**src/rtl/fifo_axis_drain_if.sv**
```systemverilog
// fifo_axis_drain_if: AXI-Stream beat bundle between the drain controller and its consumer
interface fifo_axis_drain_if #(
    parameter int WIDTH = 64
);
    logic [WIDTH-1:0] m_data;
    logic             m_valid;
    logic             m_last;
    logic             m_ready;
    modport master (output m_data, m_valid, m_last, input m_ready);
    modport slave  (input m_data, m_valid, m_last, output m_ready);
endinterface

```
**src/rtl/fifo_axis_drain.sv**
```systemverilog
// fifo_axis_drain: pops the upstream FIFO and replays its words as a framed AXI-Stream
module fifo_axis_drain #(
    parameter int WIDTH = 64,
    parameter int DEPTH = 1024,
    parameter int BEATS = 16
) (
    input  logic                   clk,
    input  logic                   reset,
    input  logic                   fifo_push_ok,
    input  logic                   fifo_empty,
    input  logic [WIDTH-1:0]       fifo_data,
    output logic                   fifo_pop,
    output logic [$clog2(DEPTH):0] level,
    fifo_axis_drain_if.master      m
);
    localparam int LW = $clog2(DEPTH) + 1;
    localparam int BW = BEATS > 1 ? $clog2(BEATS) : 1;
    logic [LW-1:0]    level_q, level_d;
    logic             pop_d1_q, pop_d1_d;
    logic [1:0]       buf_cnt_q, buf_cnt_d, held;
    logic [WIDTH-1:0] head_q, head_d, tail_q, tail_d;
    logic [BW-1:0]    beat_q, beat_d;
    logic             fire;
    // Pop gating sees the retire of this cycle so a full buffer still streams one beat per cycle
    always_comb begin
        m.m_valid = buf_cnt_q != 2'd0;
        m.m_data  = head_q;
        m.m_last  = m.m_valid & (beat_q == BW'(BEATS - 1));
        level     = level_q;
        fire      = m.m_valid & m.m_ready;
        fifo_pop  = (level_q != '0) & ~fifo_empty &
                    (({1'b0, buf_cnt_q} + {2'b0, pop_d1_q} - {2'b0, fire}) < 3'd2);
        pop_d1_d  = fifo_pop;
        held      = buf_cnt_q - {1'b0, fire};
        head_d    = (pop_d1_q && held == 2'd0) ? fifo_data : fire ? tail_q : head_q;
        tail_d    = (pop_d1_q && held != 2'd0) ? fifo_data : tail_q;
        buf_cnt_d = held + {1'b0, pop_d1_q};
        level_d   = (fifo_push_ok & ~fifo_pop & (level_q != LW'(DEPTH))) ? level_q + 1'b1 :
                    (~fifo_push_ok & fifo_pop) ? level_q - 1'b1 : level_q;
        beat_d    = fire ? ((beat_q == BW'(BEATS - 1)) ? '0 : beat_q + 1'b1) : beat_q;
    end
    // State registers; reset also drops any capture still in flight
    always_ff @(posedge clk) begin
        if (reset) begin
            level_q   <= '0;
            pop_d1_q  <= 1'b0;
            buf_cnt_q <= '0;
            head_q    <= '0;
            tail_q    <= '0;
            beat_q    <= '0;
        end else begin
            level_q   <= level_d;
            pop_d1_q  <= pop_d1_d;
            buf_cnt_q <= buf_cnt_d;
            head_q    <= head_d;
            tail_q    <= tail_d;
            beat_q    <= beat_d;
        end
    end
endmodule

```
**src/flat_wrapper.sv**
```systemverilog
// flat-port wrapper written by rule: the top's interface ports become plain ports
module fifo_axis_drain_flat 
#(
    parameter int WIDTH = 64,
    parameter int DEPTH = 1024,
    parameter int BEATS = 16
)
  (clk, reset, fifo_push_ok, fifo_empty, fifo_data, fifo_pop, level, m_m_data, m_m_valid, m_m_last, m_m_ready);
  fifo_axis_drain_if #(.WIDTH(WIDTH)) m_i ();
  input  logic clk;
  input  logic reset;
  input  logic fifo_push_ok;
  input  logic fifo_empty;
  input  logic [WIDTH-1:0] fifo_data;
  output logic fifo_pop;
  output logic [$clog2(DEPTH):0] level;
  output wire logic [$bits(m_i.m_data)-1:0] m_m_data;
  output wire logic [$bits(m_i.m_valid)-1:0] m_m_valid;
  output wire logic [$bits(m_i.m_last)-1:0] m_m_last;
  input wire logic [$bits(m_i.m_ready)-1:0] m_m_ready;
  assign m_m_data = m_i.m_data;
  assign m_m_valid = m_i.m_valid;
  assign m_m_last = m_i.m_last;
  assign m_i.m_ready = m_m_ready;
  fifo_axis_drain #(.WIDTH(WIDTH), .DEPTH(DEPTH), .BEATS(BEATS)) u_core (.clk(clk), .reset(reset), .fifo_push_ok(fifo_push_ok), .fifo_empty(fifo_empty), .fifo_data(fifo_data), .fifo_pop(fifo_pop), .level(level), .m(m_i));
endmodule
```
**config.mk**
```make
export PLATFORM = sky130hd
export DESIGN_NAME = fifo_axis_drain_flat
export DESIGN_NICKNAME = d
export VERILOG_FILES = /design/src/rtl/fifo_axis_drain_if.sv /design/src/rtl/fifo_axis_drain.sv /design/src/flat_wrapper.sv
export SDC_FILE = /design/constraint.sdc
export NUM_CORES = 1
export LEC_CHECK = 0
export ABC_AREA = 0
export CAP_MARGIN = 20
export CORE_MARGIN = 3
export CORE_UTILIZATION = 52
export CTS_CLUSTER_DIAMETER = 60
export DETAILED_ROUTE_END_ITERATION = 8
export GPL_TIMING_DRIVEN = 0
export PLACE_DENSITY = 0.83
export SLEW_MARGIN = 40
export SYNTH_ARGS = -nofsm -noshare
export SYNTH_HDL_FRONTEND = slang
export SYNTH_SLANG_ARGS = --single-unit
```
**constraint.sdc**
```tcl
create_clock -name clk -period 8.9 [get_ports clk]
set_input_delay 1.335 -clock clk [delete_from_list [all_inputs] [get_ports clk]]
set_output_delay 1.335 -clock clk [all_outputs]
set_load 0.01 [all_outputs]
```
Yosys cells after proc, flatten, opt, wreduce, memory -nomap -nowiden
Cells that the tools add are included.

Register bits after elaboration: 146. Bits in latches: 0. Memory bits (writable): 0. Memory bits (read-only): 0. Output and inout port bits: 78. Memories kept: 0.

Add/subtract/negate cells: 7. Multiply operators: 0. Div/mod/pow operators: 0. Magnitude comparators: 1. Equal/unequal tests: 2. Shifts and indexed selects: 0. Muxes and demuxes: 5. Bitwise gates (word level): 10. Reductions and logical operators: 8.

Operators by type and width (number): 64-bit 2-to-1 mux (2); 11-bit 2-to-1 mux (2); 11-bit by 1-bit adder with 11-bit output (second input constant) (1); 11-bit != test (second input constant) (1); 11-bit nonzero test (1); 11-bit by 1-bit subtractor with 11-bit output (second input constant) (1); 2-bit nonzero test (4); 1-bit AND (7); 4-bit by 1-bit adder with 4-bit output (second input constant) (1); 4-bit equality test (second input constant) (1); 4-bit 2-to-1 mux (1); 2-bit by 1-bit adder with 3-bit output (1); 3-bit by 2-bit < comparator with 1-bit output (second input constant) (1); 1-bit NOT (3); 3-bit by 1-bit subtractor with 3-bit output (1); 2-bit by 1-bit adder with 2-bit output (1); 1-bit logical AND (2); 2-bit zero test (1); 2-bit by 1-bit subtractor with 2-bit output (1).

Logic depth before layout (Yosys ltp)
Gate-level depths: netlist of the first run.

Depth after elaboration: 9. Mapped depth: 17. Mapped depth without buffers: 16.

Worst setup path after synthesis of the first run
Ideal clock, no wire load.

Path kind: input to register. Start point: input port m_m_ready. End point: register u_core.level_q[10] (netlist: u_core.level[10]). Library setup time: 0.074 ns. Arrival: 5.270 ns. Required time: 8.826 ns. Setup slack: 3.556 ns. Stages on the path: 16. Cell sequence: nand2_1 > inv_1 > clkbuf_1 > ha_1 > nand2b_1 > fa_1 > xnor2_1 > a31oi_1 > mux2i_1 > ha_1 > a21o_1 > a221oi_2 > o221ai_1 > or4_1 > a21o_1 > a31oi_1.

Longest elaborated chain between the ends: 8. Elaborated cells on any way between the ends: 10. Those cells by class: add/sub: 1; order compare: 1; mux: 1; bitwise: 6; reduce/logical: 1.

Ends and longest elaborated chain: start: declaration (line flat_wrapper.sv:20) `input wire logic [$bits(m_i.m_ready)-1:0] m_m_ready;`; 1-bit AND * (line fifo_axis_drain.sv:30) `fire = m.m_valid & m.m_ready;`; named net u_core.fire (line fifo_axis_drain.sv:23) `logic fire;`; 3-bit by 1-bit subtractor with 3-bit output * (line fifo_axis_drain.sv:32) `(({1'b0, buf_cnt_q} + {2'b0, pop_d1_q} - {2'b0, fire}) < 3'd2);`; 3-bit by 2-bit < comparator with 1-bit output * (line fifo_axis_drain.sv:32); 1-bit AND * (line fifo_axis_drain.sv:31) `fifo_pop = (level_q != '0) & ~fifo_empty &`; 1-bit NOT (line fifo_axis_drain.sv:38) `level_d = (fifo_push_ok & ~fifo_pop & (level_q != LW'(DEPTH))) ? level_q + 1'b1 :`; 1-bit AND (2 in a row) (line fifo_axis_drain.sv:38); 11-bit 2-to-1 mux / 2-bit nonzero test (equally long branches); end signal: assignment (line fifo_axis_drain.sv:52) `level_q <= level_d;`; end: declaration (line fifo_axis_drain.sv:18) `logic [LW-1:0] level_q, level_d;`.

The timed path passes the listed nets; every way through them passes the cells marked *. A chain may end at the register's enable or synchronous reset.

Worst setup path after layout of the first run
Same ends and word-level chain as after synthesis.

==> results.py, run 1 <==
metrics = {
    "run_status": {
        "outcome": "finished clean",
    },
    "cells_and_area": {
        "final_cell_mix": "nand2_1 (268), dfxtp_1 (146), clkdlybuf4s50_1 (145), nor2_1 (79), a21oi_1 (74)",
        "post-route-util_pct": 72.9,
        "final_area_um2": 8360,
        "n_antenna_cell": 0,
        "final_common_cell": "nand2_1",
        "drive_gt1_share_pct": 3.87,
        "area_growth_pct": 35.9,
        "finalNetCount": 1028,
    },
    "sta": {
        "slew_headroom_pct": 55.8,
        "setup_viol": 0,
        "clock.fmax_mhz": 168,
        "worst_pin_slew_ns": 0.650,
        "holdWs_ns": 0.454,
        "setup_tns_ns": 0,
        "maxSlewViolCount": 0,
        "rsz0062_at_grt": "false",
        "fin_crit_ns": 5.96,
        "min_period_over_period_pct": 66.9,
        "hold_violations": 0,
        "fin_skew_ns": 0.00369,
    },
    "clock_network": {
        "clock-root-buffer": "clkbuf_16",
        "path_clk_slew_ns": 0.06,
        "cts_made_buffers": 17,
        "postCtsHoldBufs": 0,
        "cts_sinks": 146,
        "post_cts_resized": 0,
        "cts_tree": "done",
        "cts_buffer_depth": 2,
        "worstSkewPairLatency_ns": 0.41,
        "cts_max_level": 4,
        "post_cts_buffers": 0,
    },
    "synthesis": {
        "syn-num-nets": 864,
        "synth_seq_area_share_pct": 47.5,
        "synth_area_per_cell_um2": 7.89,
        "synth_seq_cells": 146,
        "synth_area_um2": 6150,
        "synth_cell_types": 38,
        "syn_inst": 780,
        "yosys_warnings": 0,
    },
    "pwr": {
        "p_per_area_nw_per_um2": 341,
        "power.leakage_nw": 2.94,
        "max-vdd-ir-drop_mv": 0.185,
    },
    "critical_path": {
        "critPathRequiredTime_ns": 9.24,
        "path_cells": "clkdlybuf4s50_1 > nand2_1 > inv_1 > clkbuf_1 > ha_1 > nand2b_1 > fa_1 > xnor2_1 > a31oi_1 > mux2i_2 > ha_1 > a21o_1 > a221oi_2 > o221ai_1 > or4_1 > a21o_1 > a31oi_1",
        "end_kind": "register",
        "crit_type": "input port to register",
        "r2r_start": "u_core.buf_cnt_q[1]",
        "arrival_ns": 6.29,
        "cp-startpoint": "m_m_ready",
        "crit_fanout": 11,
        "cp-start-kind": "input port",
        "critical-path-max-stage-delay_ns": 0.55,
        "slowest_stage": "mux2i_2",
    },
    "grt": {
        "grt_pass1_vias": 5854,
        "grt_overflow_total": 0,
        "antenna_found_initial": 0,
        "grt_usage_pct": 25.9,
        "grt_pass1_wl_um": 27700,
        "grt_max_degree": 17,
    },
    "route": {
        "first_pass_iters": 5,
        "vias": 5989,
        "wl_per_cell_um": 15.2,
        "viasPerCell": 5.44,
        "drt_wl_total_um": 16700,
        "drtIter0Drc": 522,
        "drtAntennaViolNets": 0,
        "drc": 0,
    },
    "placed_design": {
        "place_congestion": 0.844,
        "portBuffers": 145,
        "postPlaceCellArea_um2": 7790,
        "dp_hpwl_um": 11500,
    },
    "floorplan": {
        "die_h_um": 115,
        "initial_core_util_pct": 53.6,
        "die_area_um2": 13200,
        "core-area_um2": 11500,
        "io_pins": 147,
        "floorplan.rows": 39,
        "chipWidth_um": 115,
    },
    "hold_path": {
        "hold_path_class": "register to register",
        "hold_path.startpoint": "u_core.tail_q[29]",
    },
    "run": {
        "max_cap_violations": 0,
    },
}
layer usage:
metal / track usage, % / part of all wire [%]
met1: 34.1 / 44
met2: 40.9 / 46
met3: 8.32 / 7.8
met4: 7.75 / 1.5
met5: 0 / 0
power breakdown:
part	internal (mW)	leakage [nW]	switching (mW)	total, mW
clock	0.425	0.280	0.263	0.688
sequential	0.827	1.19	0.106	0.933
combinational	0.565	1.48	0.667	1.23
state kept, by name (all words and copies together) (netlist names):
signal	flops
u_core.level	11
u_core.pop_d1_q	1
u_core.m.m_data	64
u_core.tail_q	64
u_core.buf_cnt_q	2
u_core.beat_q	4
worst max-delay path: cells and delay by family:
| family | cells | cell delay [ns] |
|---|---|---|
| AOI/OAI and AO/OA | 6 | 1.27 |
| adders and majority gates | 3 | 1.12 |
| buffers and inverters | 3 | 1.11 |
| and+or+nand+nor | 3 | 0.71 |
| muxes | 1 | 0.55 |
| xor gates and xnor gates | 1 | 0.18 |
final timing paths:
check	to	slack, ns	depth (start not counted)
hold reg to reg	u_core.tail_q[29]	0.45	2
setup reg to reg	u_core.level[10]	3.69	17
hold / removal	u_core.tail_q[29]	0.45	2
setup / recovery	u_core.level[10]	2.94	17
logic make-up (layout without fill, tap and decap cells):
kind of cell	Yosys count	count (layout)	share of synthesized area (%)
flops	146	146	47.5
compound gates	164	164	18.4
buf+inv	67	244	4.15
xor+xnor	11	11	1.57
mux	8	8	1.30
fa+ha+maj	15	15	3.29
simple gates	369	369	23.8
per-stage QoR:
| step | cells | power [mW] | worst slack, ns |
|---|---|---|---|
| 3_3_place_gp | 1068 | 2.13 | 2.38 |
| 2_1_floorplan | 780 | 1.68 | 3.56 |
| 3_5_place_dp | 1068 | 2.17 | 2.55 |
| 6_report | 1100 | 2.85 | 2.94 |
| 5_1_grt | 1100 | 3.05 | 2.63 |
| 4_1_cts | 1100 | 2.86 | 2.95 |
synthesized netlist by cell type:
cell type	instances	share of area (%)
nand2_1	268	16
dfxtp_1	146	48
nor2_1	79	4.8
a21oi_1	75	6.1
a311oi_1	65	9.3
clkbuf_1	51	3.1
ha_1	13	2.6
inv_1	10	0.61
mux2i_1	8	1.3
a21o_1	6	0.73
xnor2_1	6	0.85
buf_1	5	0.31
xor2_1	5	0.71
nor2b_1	4	0.41
o21a_1	4	0.49
o21ai_0	4	0.33
and3_1	3	0.31
nand3_1	3	0.24
a31oi_1	2	0.20
fa_1	2	0.65
o21bai_1	2	0.24
or3_1	2	0.20
or4_1	2	0.24
a2111oi_2	1	0.24
a211oi_1	1	0.12
a221oi_2	1	0.24
and4_1	1	0.14
and4b_1	1	0.16
buf_4	1	0.12
nand2b_1	1	0.10
nor3_1	1	0.081
nor4_1	1	0.10
nor4_4	1	0.35
o221ai_1	1	0.14
o311ai_0	1	0.14
o31a_1	1	0.14
or2_2	1	0.10
or4_4	1	0.18
area by class of cell:
cell class              count  area (um^2)
plain buffers              57          218
clock buffers              22          464
clock inverters            10          109
fillers                   902         3100
inverters                  10         37.5
multi-input cells         567         2980
flip-flops and latches    146         2920
well taps                 143          179
repair buffers            145         1450
No activity file was read; power rests on OpenSTA's default activity.
==> run 2: changes to the inputs <==
--- a/config.mk
+++ b/config.mk
@@ -8,11 +8,11 @@
 export ABC_AREA = 0
 export CAP_MARGIN = 20
 export CORE_MARGIN = 3
-export CORE_UTILIZATION = 52
+export CORE_UTILIZATION = 45
 export CTS_CLUSTER_DIAMETER = 60
 export DETAILED_ROUTE_END_ITERATION = 8
 export GPL_TIMING_DRIVEN = 0
-export PLACE_DENSITY = 0.83
+export PLACE_DENSITY = 0.76
 export SLEW_MARGIN = 40
 export SYNTH_ARGS = -nofsm -noshare
 export SYNTH_HDL_FRONTEND = slang
==> constraint.sdc (replaced) <==
create_clock -name clk -period 4.95 [get_ports clk]
set_input_delay 0.7425 -clock clk [delete_from_list [all_inputs] [get_ports clk]]
set_output_delay 0.7425 -clock clk [all_outputs]
set_load 0.01 [all_outputs]
==> run 2 against run 1 <==
  * Critical path type is now register to register
  * Register-to-register slack worse by 3.4 ns
  * Clock skew up 0.00067 ns
  * Routed wire length up 0.57%
  * Count of clock-buffer cells in the layout up 4
  * Combinational power up 85%
  * First-iteration DRC count down 19%
  * Via count up 0.15%
  * Clock power up 90%
  * Cell area up 1.6%
  * Global-route usage down 2.9 points
==> results.py, run 2 (synthesis gave the netlist of run 1 again) <==
metrics = {
    "run_status": {
        "outcome": "finished clean",
    },
    "clock_network": {
        "path_clk_slew_ns": 0.06,
        "cts_tree": "done",
        "cts_max_level": 4,
        "postCtsHoldBufs": 0,
        "cts_buffer_depth": 2,
        "worstSkewPairLatency_ns": 0.41,
        "cts_made_buffers": 17,
        "clock-root-buffer": "clkbuf_16",
        "cts_sinks": 146,
    },
    "critical_path": {
        "arrival_ns": 4.97,
        "crit_fanout": 5,
        "slowest_stage": "fa_1",
        "crit_type": "register to register",
        "path_cells": "or2_2 > nand2_2 > clkinvlp_4 > ha_1 > nand2b_1 > fa_1 > xnor2_1 > a31oi_2 > mux2i_2 > fa_1 > a21o_1 > a221oi_4 > o221ai_1 > or4_1 > a21o_1 > a31oi_1",
        "crit_buf_inv": 1,
        "cp-start-kind": "register",
        "critical-path-max-stage-delay_ns": 0.44,
        "crit_family": "compound AO/OA/AOI/OAI gates",
        "end_kind": "register",
        "reg2reg_slack_ns": 0.32,
        "critPathRequiredTime_ns": 5.29,
    },
    "floorplan": {
        "initial_core_util_pct": 46.3,
        "chipWidth_um": 123,
        "die_area_um2": 15100,
        "core-area_um2": 13300,
        "io_pins": 147,
        "die_h_um": 123,
        "floorplan.rows": 42,
    },
    "cells_and_area": {
        "multi_input_area_um2": 3020,
        "final_common_cell": "nand2_1",
        "n_antenna_cell": 0,
        "final_cell_mix": "nand2_1 (267), dfxtp_1 (146), clkdlybuf4s50_1 (145), nor2_1 (79), a21oi_1 (74)",
        "drive_gt1_share_pct": 4.18,
        "regArea_um2": 2920,
        "post-route-util_pct": 63.9,
        "finalNetCount": 1031,
        "area_growth_pct": 38.1,
        "nFillCells": 1199,
    },
    "grt": {
        "grt_usage_pct": 23.0,
        "grt_pass1_vias": 5764,
        "grt_pass1_wl_um": 27800,
        "grt_max_degree": 17,
        "grt_overflow_total": 0,
        "antenna_found_initial": 0,
    },
    "sta": {
        "clock.fmax_mhz": 216,
        "slew_headroom_pct": 61.5,
        "rsz0062_at_grt": "false",
        "min_period_over_period_pct": 93.4,
        "maxSlewViolCount": 0,
        "holdWs_ns": 0.454,
        "worst_pin_slew_ns": 0.578,
        "setup_viol": 0,
        "fin_crit_ns": 4.63,
        "hold_violations": 0,
        "fin_skew_ns": 0.00436,
    },
    "route": {
        "first_pass_iters": 5,
        "drtAntennaViolNets": 0,
        "wl_per_cell_um": 14.9,
        "viasPerCell": 5.29,
        "drt_wl_total_um": 16800,
        "drtIter0Drc": 425,
        "vias": 5998,
        "drc": 0,
    },
    "pwr": {
        "p_per_area_nw_per_um2": 619,
        "fin_total_pwr_mw": 5.26,
        "max-vdd-ir-drop_mv": 0.248,
        "power.leakage_nw": 2.96,
    },
    "placed_design": {
        "dp_hpwl_um": 11600,
        "place_congestion": 0.869,
        "portBuffers": 145,
    },
    "run": {
        "max_cap_violations": 0,
    },
    "hold_path": {
        "hold_path_class": "register to register",
    },
}
==> run 2: metal layers <==
| layer | share of wire, % | track usage [%] | vias to the layer above | routed length [um] |
|---|---|---|---|---|
| li1 | - | - | 2993 | - |
| met1 | 45 | 30.2 | 2759 | 7630 |
| met2 | 45 | 36.0 | 225 | 7540 |
| met3 | 8.4 | 7.27 | 21 | 1420 |
| met4 | 1.5 | 7.56 | 0 | 256 |
| met5 | 0 | 0 | - | 0 |
==> run 2: layout make-up <==
type                            instances  area share [%]
Timing Repair Buffer                  148            17.4
Buffer                                 56            2.52
Sequential cell                       146            34.4
Clock buffer                           26            5.88
Tap cell                              176            2.59
Clock inverter                          4            1.15
Inverter                               10           0.486
Multi-Input combinational cell        568            35.6
==> run 2: stage by stage <==
step / setup TNS, ns / std cells / instance area [um^2] / worst slack [ns]
detailed placement: -2.97 / 1101 / 7830 / -0.915
CTS: 0 / 1131 / 8440 / 0.179
floorplan: 0 / 780 / 6150 / 0.198
global route: 0 / 1134 / 8490 / 0.0732
finish: 0 / 1134 / 8490 / 0.325
global placement: -4.04 / 1101 / 7820 / -1.02
==> run 2: what timing repair did <==
action | 4_1_cts | 5_1_grt
resized for setup | 2 | 3
buffers inserted | 1 | 2
setup endpoints to repair | 3 | 1
cloned | 0 | 1
==> run 2: final timing paths <==
kind                            end                 from  cells past startpoint
hold / removal    u_core.tail_q[62]    u_core.tail_q[62]                      2
setup / recovery   u_core.level[10]  u_core.buf_cnt_q[1]                     16
hold reg to reg   u_core.tail_q[62]    u_core.tail_q[62]                      2
setup reg to reg   u_core.level[10]  u_core.buf_cnt_q[1]                     16
==> run 2: power by group <==
part | total (mW) | internal, mW | switching [mW]
Clock | 1.31 | 0.842 | 0.468
Sequential | 1.68 | 1.49 | 0.190
Combinational | 2.27 | 1.05 | 1.22
==> run 2: worst reg2reg max path: cells and delay by family (launching register included) <==
kind / cells / cell delay [ns]
DFF: 1 / 0.36
buffers and inverters: 1 / 0.14
xor gates and xnor gates: 1 / 0.16
muxes: 1 / 0.22
AOI/OAI and AO/OA: 6 / 1.43
and+or+nand+nor: 4 / 1.15
adders and majority gates: 3 / 1.11
==> run 3: changes to the inputs <==
--- a/config.mk
+++ b/config.mk
@@ -13,7 +13,7 @@
 export DETAILED_ROUTE_END_ITERATION = 8
 export GPL_TIMING_DRIVEN = 0
 export PLACE_DENSITY = 0.76
-export SLEW_MARGIN = 40
+export SLEW_MARGIN = 10
 export SYNTH_ARGS = -nofsm -noshare
 export SYNTH_HDL_FRONTEND = slang
 export SYNTH_SLANG_ARGS = --single-unit
==> run 3 against run 2 <==
  * Maximum frequency rose by 0.14%
  * Cell area grew 0.40%
  * Via count rose by 0.17%
  * Setup slack improved by 0.0065 ns
==> results.py, run 3 (synthesis gave the netlist of run 1 again) <==
metrics = {
    "run_status": {
        "outcome": "finished clean",
    },
    "grt": {
        "grt_max_degree": 17,
        "antenna_found_initial": 0,
        "grt_pass1_vias": 5752,
        "grt_overflow_total": 0,
        "grt_pass1_wl_um": 27900,
        "grt_usage_pct": 23.0,
    },
    "clock_network": {
        "cts_max_level": 4,
        "cts_buffer_depth": 2,
        "clock-root-buffer": "clkbuf_16",
        "cts_made_buffers": 17,
        "postCtsHoldBufs": 0,
        "cts_sinks": 146,
        "cts_tree": "done",
        "path_clk_slew_ns": 0.06,
        "worstSkewPairLatency_ns": 0.42,
    },
    "critical_path": {
        "path_cells": "or2_2 > nand2_2 > clkinvlp_4 > ha_1 > nand2b_1 > fa_1 > xnor2_1 > a31oi_2 > mux2i_2 > fa_1 > a21o_1 > a221oi_4 > o221ai_1 > or4_1 > a21o_1 > a31oi_1",
        "crit_family": "compound AO/OA/AOI/OAI gates",
        "reg2reg_slack_ns": 0.33,
        "r2r_start": "u_core.buf_cnt_q[1]",
        "slowest_stage": "or4_1",
        "crit_type": "register to register",
        "arrival_ns": 4.96,
        "cp-startpoint": "u_core.buf_cnt_q[1]",
        "timing.rr.end": "u_core.level[10]",
        "end_kind": "register",
        "cp-start-kind": "register",
        "crit_fanout": 5,
        "critical-path-max-stage-delay_ns": 0.44,
        "critPathRequiredTime_ns": 5.29,
        "reg2reg_depth": 16,
        "crit_buf_inv": 1,
    },
    "sta": {
        "rsz0062_at_grt": "false",
        "worst_pin_slew_ns": 0.975,
        "min_period_over_period_pct": 93.3,
        "clock.fmax_mhz": 217,
        "fin_crit_ns": 4.62,
        "fin_skew_ns": 0.0116,
        "hold_violations": 0,
        "slew_headroom_pct": 35.0,
        "setup_tns_ns": 0,
        "maxSlewViolCount": 0,
        "setup_viol": 0,
    },
    "route": {
        "viasPerCell": 5.28,
        "drtAntennaViolNets": 0,
        "drtIter0Drc": 413,
        "first_pass_iters": 5,
        "wl_per_cell_um": 15.0,
        "drc": 0,
        "vias": 6008,
        "drt_wl_total_um": 17100,
    },
    "placed_design": {
        "place_congestion": 0.869,
        "dp_hpwl_um": 11600,
        "portBuffers": 145,
    },
    "floorplan": {
        "die_h_um": 123,
        "chipWidth_um": 123,
        "die_area_um2": 15100,
        "floorplan.rows": 42,
        "initial_core_util_pct": 46.3,
        "core-area_um2": 13300,
        "io_pins": 147,
    },
    "cells_and_area": {
        "area_growth_pct": 38.6,
        "n_antenna_cell": 0,
        "final_cell_mix": "nand2_1 (267), dfxtp_1 (146), clkdlybuf4s50_1 (145), nor2_1 (79), a21oi_1 (75)",
        "post-route-util_pct": 64.1,
        "finalNetCount": 1033,
        "drive_gt1_share_pct": 4.99,
        "final_common_cell": "nand2_1",
    },
    "pwr": {
        "p_per_area_nw_per_um2": 621,
        "max-vdd-ir-drop_mv": 0.232,
        "fin_total_pwr_mw": 5.29,
        "power.leakage_nw": 2.98,
    },
    "hold_path": {
        "hold_path_class": "register to register",
        "hold_path.startpoint": "u_core.tail_q[22]",
        "hold_end": "u_core.tail_q[22]",
        "min_path_cells": 2,
    },
    "run": {
        "max_cap_violations": 0,
    },
}
## run 3: changes by cell type in the layout (fill, tap and decap cells not counted), sizes merged
| cell | previous run | this run |
|---|---|---|
| clkbuf | 76 | 74 |
| clkinvlp | 2 | 4 |
| clkinv | 0 | 3 |
| bufinv | 3 | 2 |
| buf | 9 | 11 |
## run 3: power breakdown
part	internal [mW]	switching (mW)	total, mW	leakage (nW)
logic	1.07	1.22	2.29	1.50
registers	1.49	0.191	1.68	1.19
clock network	0.834	0.492	1.33	0.300
total	3.39	1.90	5.29	2.98
## run 3: tightest hold or removal path: cells and delay by family (launching register included)
| kind | cells | cell delay (ns) |
|---|---|---|
| AOI/OAI and AO/OA | 1 | 0.05 |
| DFF | 1 | 0.31 |
| and+or+nand+nor | 1 | 0.05 |
## run 3: worst max-delay path by stage
stage	end	slack, ns	depth (start not counted)
finish	u_core.level[10]	0.33	16
global route	u_core.level[10]	0.06	16
CTS	u_core.level[10]	0.12	16
detailed placement	u_core.level[10]	-1.18	17
global placement	u_core.level[10]	-1.02	17
floorplan	u_core.level[10]	0.20	16
## run 3: per-stage QoR
step | setup slack (ns) | std cells | hold WS (ns) | cell area [um^2]
floorplan | 0.198 | 780 | 0.437 | 6150
detailed placement | -1.18 | 1101 | 0.447 | 7820
global placement | -1.02 | 1101 | 0.442 | 7820
global route | 0.0611 | 1138 | 0.467 | 8530
finish | 0.331 | 1138 | 0.454 | 8530
CTS | 0.116 | 1133 | 0.455 | 8460
## run 3: final cells by class
cell class | count | area, um^2
clock inverter | 8 | 97.6
clock buffer | 24 | 522
buffer | 56 | 214
inverter | 10 | 41.3
fill | 1158 | 4770
timing repair buffer | 150 | 1490
tap | 176 | 220
multi-input combinational | 568 | 3020
sequential | 146 | 2920
## run 3: metal layers
metal | share of wire, % | vias up | wire length, um | track usage, %
met2 | 45 | 196 | 7690 | 35.9
met3 | 7.9 | 24 | 1350 | 7.23
met5 | 0 | - | 0 | 0
met4 | 1.4 | 0 | 245 | 7.49
li1 | - | 2999 | - | -
met1 | 46 | 2789 | 7810 | 30.4
## run 3: what timing repair did
item                                    CTS  global route
pin swaps                                 0             0
setup buffers                             1             4
endpoints found under the hold margin     0             0
gates resized for setup                   3             3
cloned                                    0             1
endpoints found under the setup margin    6             1
